### src/rtl/fetch_queue.sv
// fetch_queue: single-outstanding instruction-bus fetcher feeding a prefetch FIFO that drives IF/ID.
// Define FETCH_QUEUE_PERF_EN to add saturating perf counters (perf_fetched/perf_discarded/perf_full_cycles).

package fetch_queue_pkg;
    typedef struct packed {
        logic        addr_ok;
        logic        data_ok;
        logic [31:0] data;
    } ibus_resp_t;

    typedef struct packed {
        logic        valid;
        logic [63:0] addr;
    } ibus_req_t;

    typedef struct packed {
        logic        valid;
        logic [31:0] instr;
        logic [63:0] instrAddr;
        logic [63:0] pcPlus4;
    } REG_IF_ID;
endpackage

module fetch_queue
    import fetch_queue_pkg::*;
#(
    parameter logic [63:0] PC_RESET   = 64'h8000_0000,
    parameter int          FIFO_DEPTH = 4
) (
    input  logic        clk,
    input  logic        rst,
    input  logic        redirect_valid,
    input  logic [63:0] redirect_pc,
    input  logic        ok_to_proceed_overall,
    input  ibus_resp_t  ibus_resp,
    output ibus_req_t   ibus_req,
    output REG_IF_ID    moduleOut,
    output logic        ok_to_proceed
`ifdef FETCH_QUEUE_PERF_EN
    ,
    output logic [63:0] perf_fetched,
    output logic [63:0] perf_discarded,
    output logic [63:0] perf_full_cycles
`endif
);

    localparam int PTR_W = $clog2(FIFO_DEPTH);
    localparam int CNT_W = PTR_W + 1;
    localparam logic [CNT_W-1:0] DEPTH_C = CNT_W'(FIFO_DEPTH);

    typedef enum logic [1:0] {IDLE, REQ, DRAIN} state_e;

    typedef struct packed {
        logic [31:0] instr;
        logic [63:0] addr;
    } entry_t;

    state_e           state_q, state_d;
    logic [63:0]      fetch_pc_q, fetch_pc_d;
    logic             req_valid_q, req_valid_d;
    logic [63:0]      req_addr_q, req_addr_d;
    logic [PTR_W-1:0] head_q, head_d;
    logic [PTR_W-1:0] tail_q, tail_d;
    logic [CNT_W-1:0] count_q, count_d;
    logic [CNT_W-1:0] count_after;
    entry_t           mem_q [FIFO_DEPTH];
    entry_t           head_entry;

    logic complete;
    logic head_valid;
    logic pop;
    logic push;
    logic discard;

    always_comb begin
        complete    = req_valid_q & ibus_resp.addr_ok & ibus_resp.data_ok;
        head_valid  = (count_q != '0);
        pop         = head_valid & ok_to_proceed_overall;
        // A completion is kept only in REQ and only when no redirect arrives with it.
        push        = (state_q == REQ) & complete & ~redirect_valid;
        discard     = complete & ((state_q == DRAIN) | redirect_valid);
        count_after = count_q + CNT_W'(push) - CNT_W'(pop);
    end

    // NOTE: every signal driven here gets a default first, so no path leaves one unassigned and no latch is inferred.
    always_comb begin
        state_d     = state_q;
        fetch_pc_d  = fetch_pc_q;
        req_valid_d = req_valid_q;
        req_addr_d  = req_addr_q;
        head_d      = head_q;
        tail_d      = tail_q;
        count_d     = count_q;

        if (redirect_valid) begin
            head_d  = '0;
            tail_d  = '0;
            count_d = '0;
        end else begin
            if (push) tail_d = tail_q + PTR_W'(1);
            if (pop)  head_d = head_q + PTR_W'(1);
            count_d = count_after;
        end

        unique case (state_q)
            IDLE: begin
                if (redirect_valid) begin
                    fetch_pc_d  = redirect_pc;
                    req_valid_d = 1'b1;
                    req_addr_d  = redirect_pc;
                    state_d     = REQ;
                end else if ((count_q < DEPTH_C) || pop) begin
                    req_valid_d = 1'b1;
                    req_addr_d  = fetch_pc_q;
                    state_d     = REQ;
                end
            end
            REQ: begin
                if (redirect_valid) begin
                    fetch_pc_d = redirect_pc;
                    if (complete) begin
                        req_valid_d = 1'b0;
                        state_d     = IDLE;
                    end else begin
                        state_d = DRAIN;
                    end
                end else if (complete) begin
                    fetch_pc_d = fetch_pc_q + 64'd4;
                    if (count_after < DEPTH_C) begin
                        req_addr_d = fetch_pc_q + 64'd4;
                    end else begin
                        req_valid_d = 1'b0;
                        state_d     = IDLE;
                    end
                end
            end
            DRAIN: begin
                if (redirect_valid) fetch_pc_d = redirect_pc;
                if (complete) begin
                    req_valid_d = 1'b0;
                    state_d     = IDLE;
                end
            end
            default: begin
                req_valid_d = 1'b0;
                state_d     = IDLE;
            end
        endcase
    end

    // NOTE: sequential state uses non-blocking assignments so every flop samples pre-edge values.
    always_ff @(posedge clk) begin
        if (rst) begin
            state_q     <= IDLE;
            fetch_pc_q  <= PC_RESET;
            req_valid_q <= 1'b0;
            req_addr_q  <= PC_RESET;
            head_q      <= '0;
            tail_q      <= '0;
            count_q     <= '0;
        end else begin
            state_q     <= state_d;
            fetch_pc_q  <= fetch_pc_d;
            req_valid_q <= req_valid_d;
            req_addr_q  <= req_addr_d;
            head_q      <= head_d;
            tail_q      <= tail_d;
            count_q     <= count_d;
        end
    end

    // NOTE: the entry array has no reset; count_q alone decides which entries are meaningful.
    always_ff @(posedge clk) begin
        if (push) mem_q[tail_q] <= '{instr: ibus_resp.data, addr: fetch_pc_q};
    end

    assign head_entry = mem_q[head_q];

    always_comb begin
        ibus_req.valid      = req_valid_q;
        ibus_req.addr       = req_addr_q;
        moduleOut.valid     = head_valid;
        moduleOut.instr     = head_entry.instr;
        moduleOut.instrAddr = head_entry.addr;
        moduleOut.pcPlus4   = head_entry.addr + 64'd4;
        ok_to_proceed       = head_valid;
    end

`ifdef FETCH_QUEUE_PERF_EN
    logic [63:0] perf_fetched_q, perf_fetched_d;
    logic [63:0] perf_discarded_q, perf_discarded_d;
    logic [63:0] perf_full_cycles_q, perf_full_cycles_d;

    function automatic logic [63:0] sat_add(input logic [63:0] a, input logic [63:0] b);
        logic [64:0] sum;
        sum = {1'b0, a} + {1'b0, b};
        return sum[64] ? '1 : sum[63:0];
    endfunction

    // Flushed entries count as discarded along with any completion dropped by DRAIN or redirect.
    always_comb begin
        perf_fetched_d     = sat_add(perf_fetched_q, 64'(push));
        perf_discarded_d   = sat_add(perf_discarded_q,
                                     64'(discard) + (redirect_valid ? 64'(count_q) : 64'd0));
        perf_full_cycles_d = sat_add(perf_full_cycles_q, 64'(count_q == DEPTH_C));
    end

    always_ff @(posedge clk) begin
        if (rst) begin
            perf_fetched_q     <= '0;
            perf_discarded_q   <= '0;
            perf_full_cycles_q <= '0;
        end else begin
            perf_fetched_q     <= perf_fetched_d;
            perf_discarded_q   <= perf_discarded_d;
            perf_full_cycles_q <= perf_full_cycles_d;
        end
    end

    assign perf_fetched     = perf_fetched_q;
    assign perf_discarded   = perf_discarded_q;
    assign perf_full_cycles = perf_full_cycles_q;
`endif

endmodule

### config.mk
export PLATFORM = sky130hd
export DESIGN_NAME = fetch_queue
export DESIGN_NICKNAME = d
export VERILOG_FILES = /design/src/rtl/fetch_queue.sv
export SDC_FILE = /design/constraint.sdc
export NUM_CORES = 1
export LEC_CHECK = 0
export BUFFER_PORTS_ARGS = -buffer_cell sky130_fd_sc_hd__buf_2
export CORE_ASPECT_RATIO = 0.6
export CORE_UTILIZATION = 49
export CTS_BUF_LIST = sky130_fd_sc_hd__clkbuf_4 sky130_fd_sc_hd__clkbuf_8
export CTS_CLUSTER_SIZE = 10
export DETAILED_ROUTE_END_ITERATION = 16
export PLACE_DENSITY = 0.69
export SLEW_MARGIN = 20
export SYNTH_ARGS = -nofsm -noshare
export SYNTH_HDL_FRONTEND = slang
export SYNTH_SLANG_ARGS = --single-unit
### constraint.sdc
create_clock -name clk -period 6.2 [get_ports clk]
set_clock_uncertainty 0.1 [all_clocks]
set_input_delay 0.93 -clock clk [delete_from_list [all_inputs] [get_ports clk]]
set_output_delay 0.93 -clock clk [all_outputs]
set_load 0.005 [all_outputs]
==> results by group <==
STA
  – Setup WS post-layout: approximately 0.65 ns
  – Finish-stage setup viols: 0
  – Rel. slew slack: 0.2571
  – RSZ-0062 raised after global routing: no
  – Final TNS setup: 0 ns
  – Worst-margin pin slew: 1.110 ns
  – Hold Slack: about 0.36 ns
  – Max Slew Vio Count: 0
  – Final Hold Vio Count: 0
  – Fmax: between 150 and 200 MHz
  – Crit path time final: ~5.5 ns
  – Final worst-path cycle share: 0.8950

Global routing
  – First-pass GRT wire length: 100,100 um
  – Gr ovfl total: 0
  – Vias in the first global route: around 16,000
  – Largest net degree at the start of global routing: a little over 90
  – Total Routing Usage GR: 0.2724
  – Initial antenna violation count: 13

Critical path
  – CP Launch Type: flip-flop
  – Crit path max-delay cell type: nor4_2
  – Worst setup path endpoint: moduleOut[58]
  – Crit path kind: flip-flop to primary output
  – Critical path required time: 5.17 ns
  – Max FO, Critical Path: 33
  – Crit path cell chain: buf_4, mux4_2, inv_1, nor4_1, nand3_1, nor4_2, nand3_1, xnor2_1, buf_2
  – Reg2reg path depth: 16
  – WP data arrival: ~4.5 ns
  – Cell mode on critical path: nand3_1
  – Reg2reg end: req_addr_q[47]
  – Critical path endpoint category: primary output
  – Worst reg2reg setup slack: about 1.5 ns
  – Max incr delay on CP: around 0.84 ns
  – Reg2reg start: req_valid_q

Yosys
  – Post-synth EDFFs: 384
  – Syn nets: 1,975
  – Post-synthesis cell area: about 0.024 sq mm
  – Yosys warning count: 0
  – Post-synthesis sequential area ratio: 0.6081
  – Post-synth ARST share: 0
  – Synth Register Bits: 524
  – Distinct cell type count after synthesis: 77
  – Post-Synthesis Cells: 1,864
  – Syn_area_per_cell: about 13 sq um
  – Post-synth top flop: edfxtp_1

CTS
  – Root buffer cell: clkbuf_8
  – Clk pin slew, worst setup/hold paths: 0.07 ns
  – CTS hold repair buffers: 0
  – Cts bufs inserted: a little under 80
  – Post-CTS Setup Bufs: 0
  – Sink Count: between 500 and 600
  – CTS resizes: 0
  – CTS H-tree lvls: 3
  – CTS tree: yes
  – Clock buffer depth: 3
  – Worst-Skew Late Latency: 0.65 ns

Floorplanning
  – I/O Pins: about 330
  – Die Wd: 285.2 um
  – Die Area: 0.04901 sq mm
  – Site Rows: just over 60
  – Core Region: about 0.047 sq mm
  – Initial Util: 0.5030
  – Die H: ~170 um

Finish
  – FILL cells: between 3,000 and 4,000
  – Reg area: roughly 0.014 sq mm
  – Nets: roughly 2,300
  – Fraction of layout instances using a drive strength above 1: 0.2650
  – Multi-input gate area: 0.008532 sq mm
  – Syn-to-layout area delta: 15.66%

Drt
  – DRC viols: 0
  – DR top layer: met5
  – Starting DRT DRC Count: 2,325
  – Wire per inst: about 24 um
  – Met3 wire length: around 7000 um
  – Met2 wire length: 29,680 um
  – Vias per cell: 6.138
  – Met1 Wirelength: 30,170 um
  – Drt pass-1 iters: 7
  – Antenna Nets Post-Route: 0
  – Final WL: between 60,000 and 70,000 um
  – DR vias: approximately 18,000

Place
  – I/O Buffers: roughly 330
  – Hpwl dp: 45,960 um
  – Routability cong.: 0.9054
  – Placement Setup Slack: a little under 1 ns

Power and ir drop
  – Maximum VDD drop: roughly 0.15 mV
  – Leakage: 0.009507 uW
  – PwrDens: around 280 mW/mm^2

Outcome
  – Status: finished, final reports clean

Min path
  – Worst hold path type: flip-flop to flip-flop
  – Hold Path Stages: 2

Job
  – MaxCap Viol Count: 0
==> kinds of logic (layout without fill, tap and decap cells) <==
| group | after synthesis | in the layout | synth area share |
|---|---|---|---|
| buffers and inverters | 172 | 531 | 0.03328 |
| multiplexers | 106 | 106 | 0.09947 |
| XOR/XNOR | 74 | 74 | 0.02750 |
| flip-flops | 524 | 524 | 0.6081 |
| AO/OA/AOI/OAI | 422 | 422 | 0.1116 |
| other | 0 | 9 | 0 |
| AND/OR/NAND/NOR | 557 | 557 | 0.1149 |
| adder cells (fa/ha/maj) | 9 | 9 | 0.005096 |
==> per-stage QoR <==
stage | total power (uW) | area (sq um) | cells | util
floorplan | 4521 | 23570 | 1864 | -
global placement | 4870 | 25690 | 2714 | 0.5482
detailed placement | 4896 | 25690 | 2714 | 0.5483
CTS | 7651 | 27230 | 2853 | 0.5812
global route | 7893 | 27260 | 2860 | 0.5817
finish | 7631 | 27260 | 2862 | 0.5818
==> sequential cells by signal, summed over array words and instances, names as in the netlist, named ones only <==
signal / flops
count_q: 3
fetch_pc_q: 64
head_q: 2
mem_q: 384
req_addr_q: 64
req_valid_q: 1
state_q: 2
tail_q: 2
==> synth_stat cells (8+ instances only) <==
| cell | number | area (sq um) |
|---|---|---|
| nand3_1 | 68 | 340.3 |
| a211oi_1 | 14 | 105.1 |
| a31oi_1 | 23 | 143.9 |
| clkbuf_1 | 100 | 375.4 |
| nand4_1 | 29 | 181.4 |
| nor4_1 | 21 | 131.4 |
| ha_1 | 8 | 100.1 |
| a22o_1 | 15 | 131.4 |
| a311oi_1 | 8 | 70.07 |
| o211ai_1 | 20 | 150.1 |
| edfxtp_1 | 384 | 11530 |
| and3_1 | 29 | 181.4 |
| mux4_2 | 74 | 1667 |
| nand2_1 | 145 | 544.3 |
| nor2_1 | 163 | 611.8 |
| o21ai_0 | 121 | 605.6 |
| xor2_1 | 22 | 192.7 |
| buf_1 | 14 | 52.55 |
| inv_1 | 36 | 135.1 |
| and2_1 | 11 | 68.82 |
| nor3_1 | 36 | 180.2 |
| mux4_1 | 22 | 578.1 |
| a22oi_1 | 29 | 217.7 |
| dfxtp_1 | 140 | 2803 |
| o31ai_1 | 19 | 142.6 |
| and4_1 | 12 | 105.1 |
| a21oi_1 | 114 | 570.6 |
| or3_1 | 10 | 62.56 |
| mux2i_1 | 10 | 100.1 |
| xnor2_1 | 52 | 455.4 |
==> worst max-delay path, delay by kind of cell, from the launching register on <==
kind | cells | cell delay (ns)
simple gates | 4 | 1.73
buf+inv | 3 | 0.79
flops | 1 | 0.75
mux | 1 | 0.35
xor+xnor | 1 | 0.17
==> final cells by class <==
type                       count  share of cell area
tap                          630             0.02891
clock inverter                33            0.008490
sequential                   524              0.5260
multi-input combinational   1168              0.3129
inverter                      36            0.004956
antenna                        9           0.0008261
timing repair buffer         356             0.06985
clock buffer                 106             0.04800
==> where the power goes <==
group          switching [uW]  internal [uW]
sequential                162           3890
combinational             497            303
clock                    1310           1470
total                    1970           5660
==> metal layers <==
layer,track usage,vias up
met4,0.08091,4
met5,0,-
met3,0.06821,122
met2,0.3880,996
met1,0.4096,8644
li1,-,7802
==> worst min path at each step <==
stage / to / startpoint
4_1_cts: mem_q[1][85] / ibus_resp[21]
5_1_grt: mem_q[3][91] / ibus_resp[27]
3_5_place_dp: req_addr_q[56] / req_addr_q[56]
6_report: req_addr_q[56] / req_addr_q[56]
3_3_place_gp: req_addr_q[60] / req_addr_q[60]
2_1_floorplan: req_addr_q[14] / req_addr_q[14]
==> cell usage in the layout, fill, tap and decap left out, types with 23 or more instances in the layout <==
cell type	netlist	layout
nand2_1	145	144
buf_4	7	25
a22oi_1	29	29
clkbuf_4	0	24
a21oi_1	114	114
o21ai_0	121	120
edfxtp_1	384	384
nor2_1	163	161
buf_2	4	327
and3_1	29	25
clkbuf_8	0	82
dfxtp_1	140	138
nand3_1	68	68
inv_1	36	36
nor3_1	36	36
a31oi_1	23	23
mux4_2	74	74
xnor2_1	52	52
nand4_1	29	29
Power figures use the tool's default switching activity.
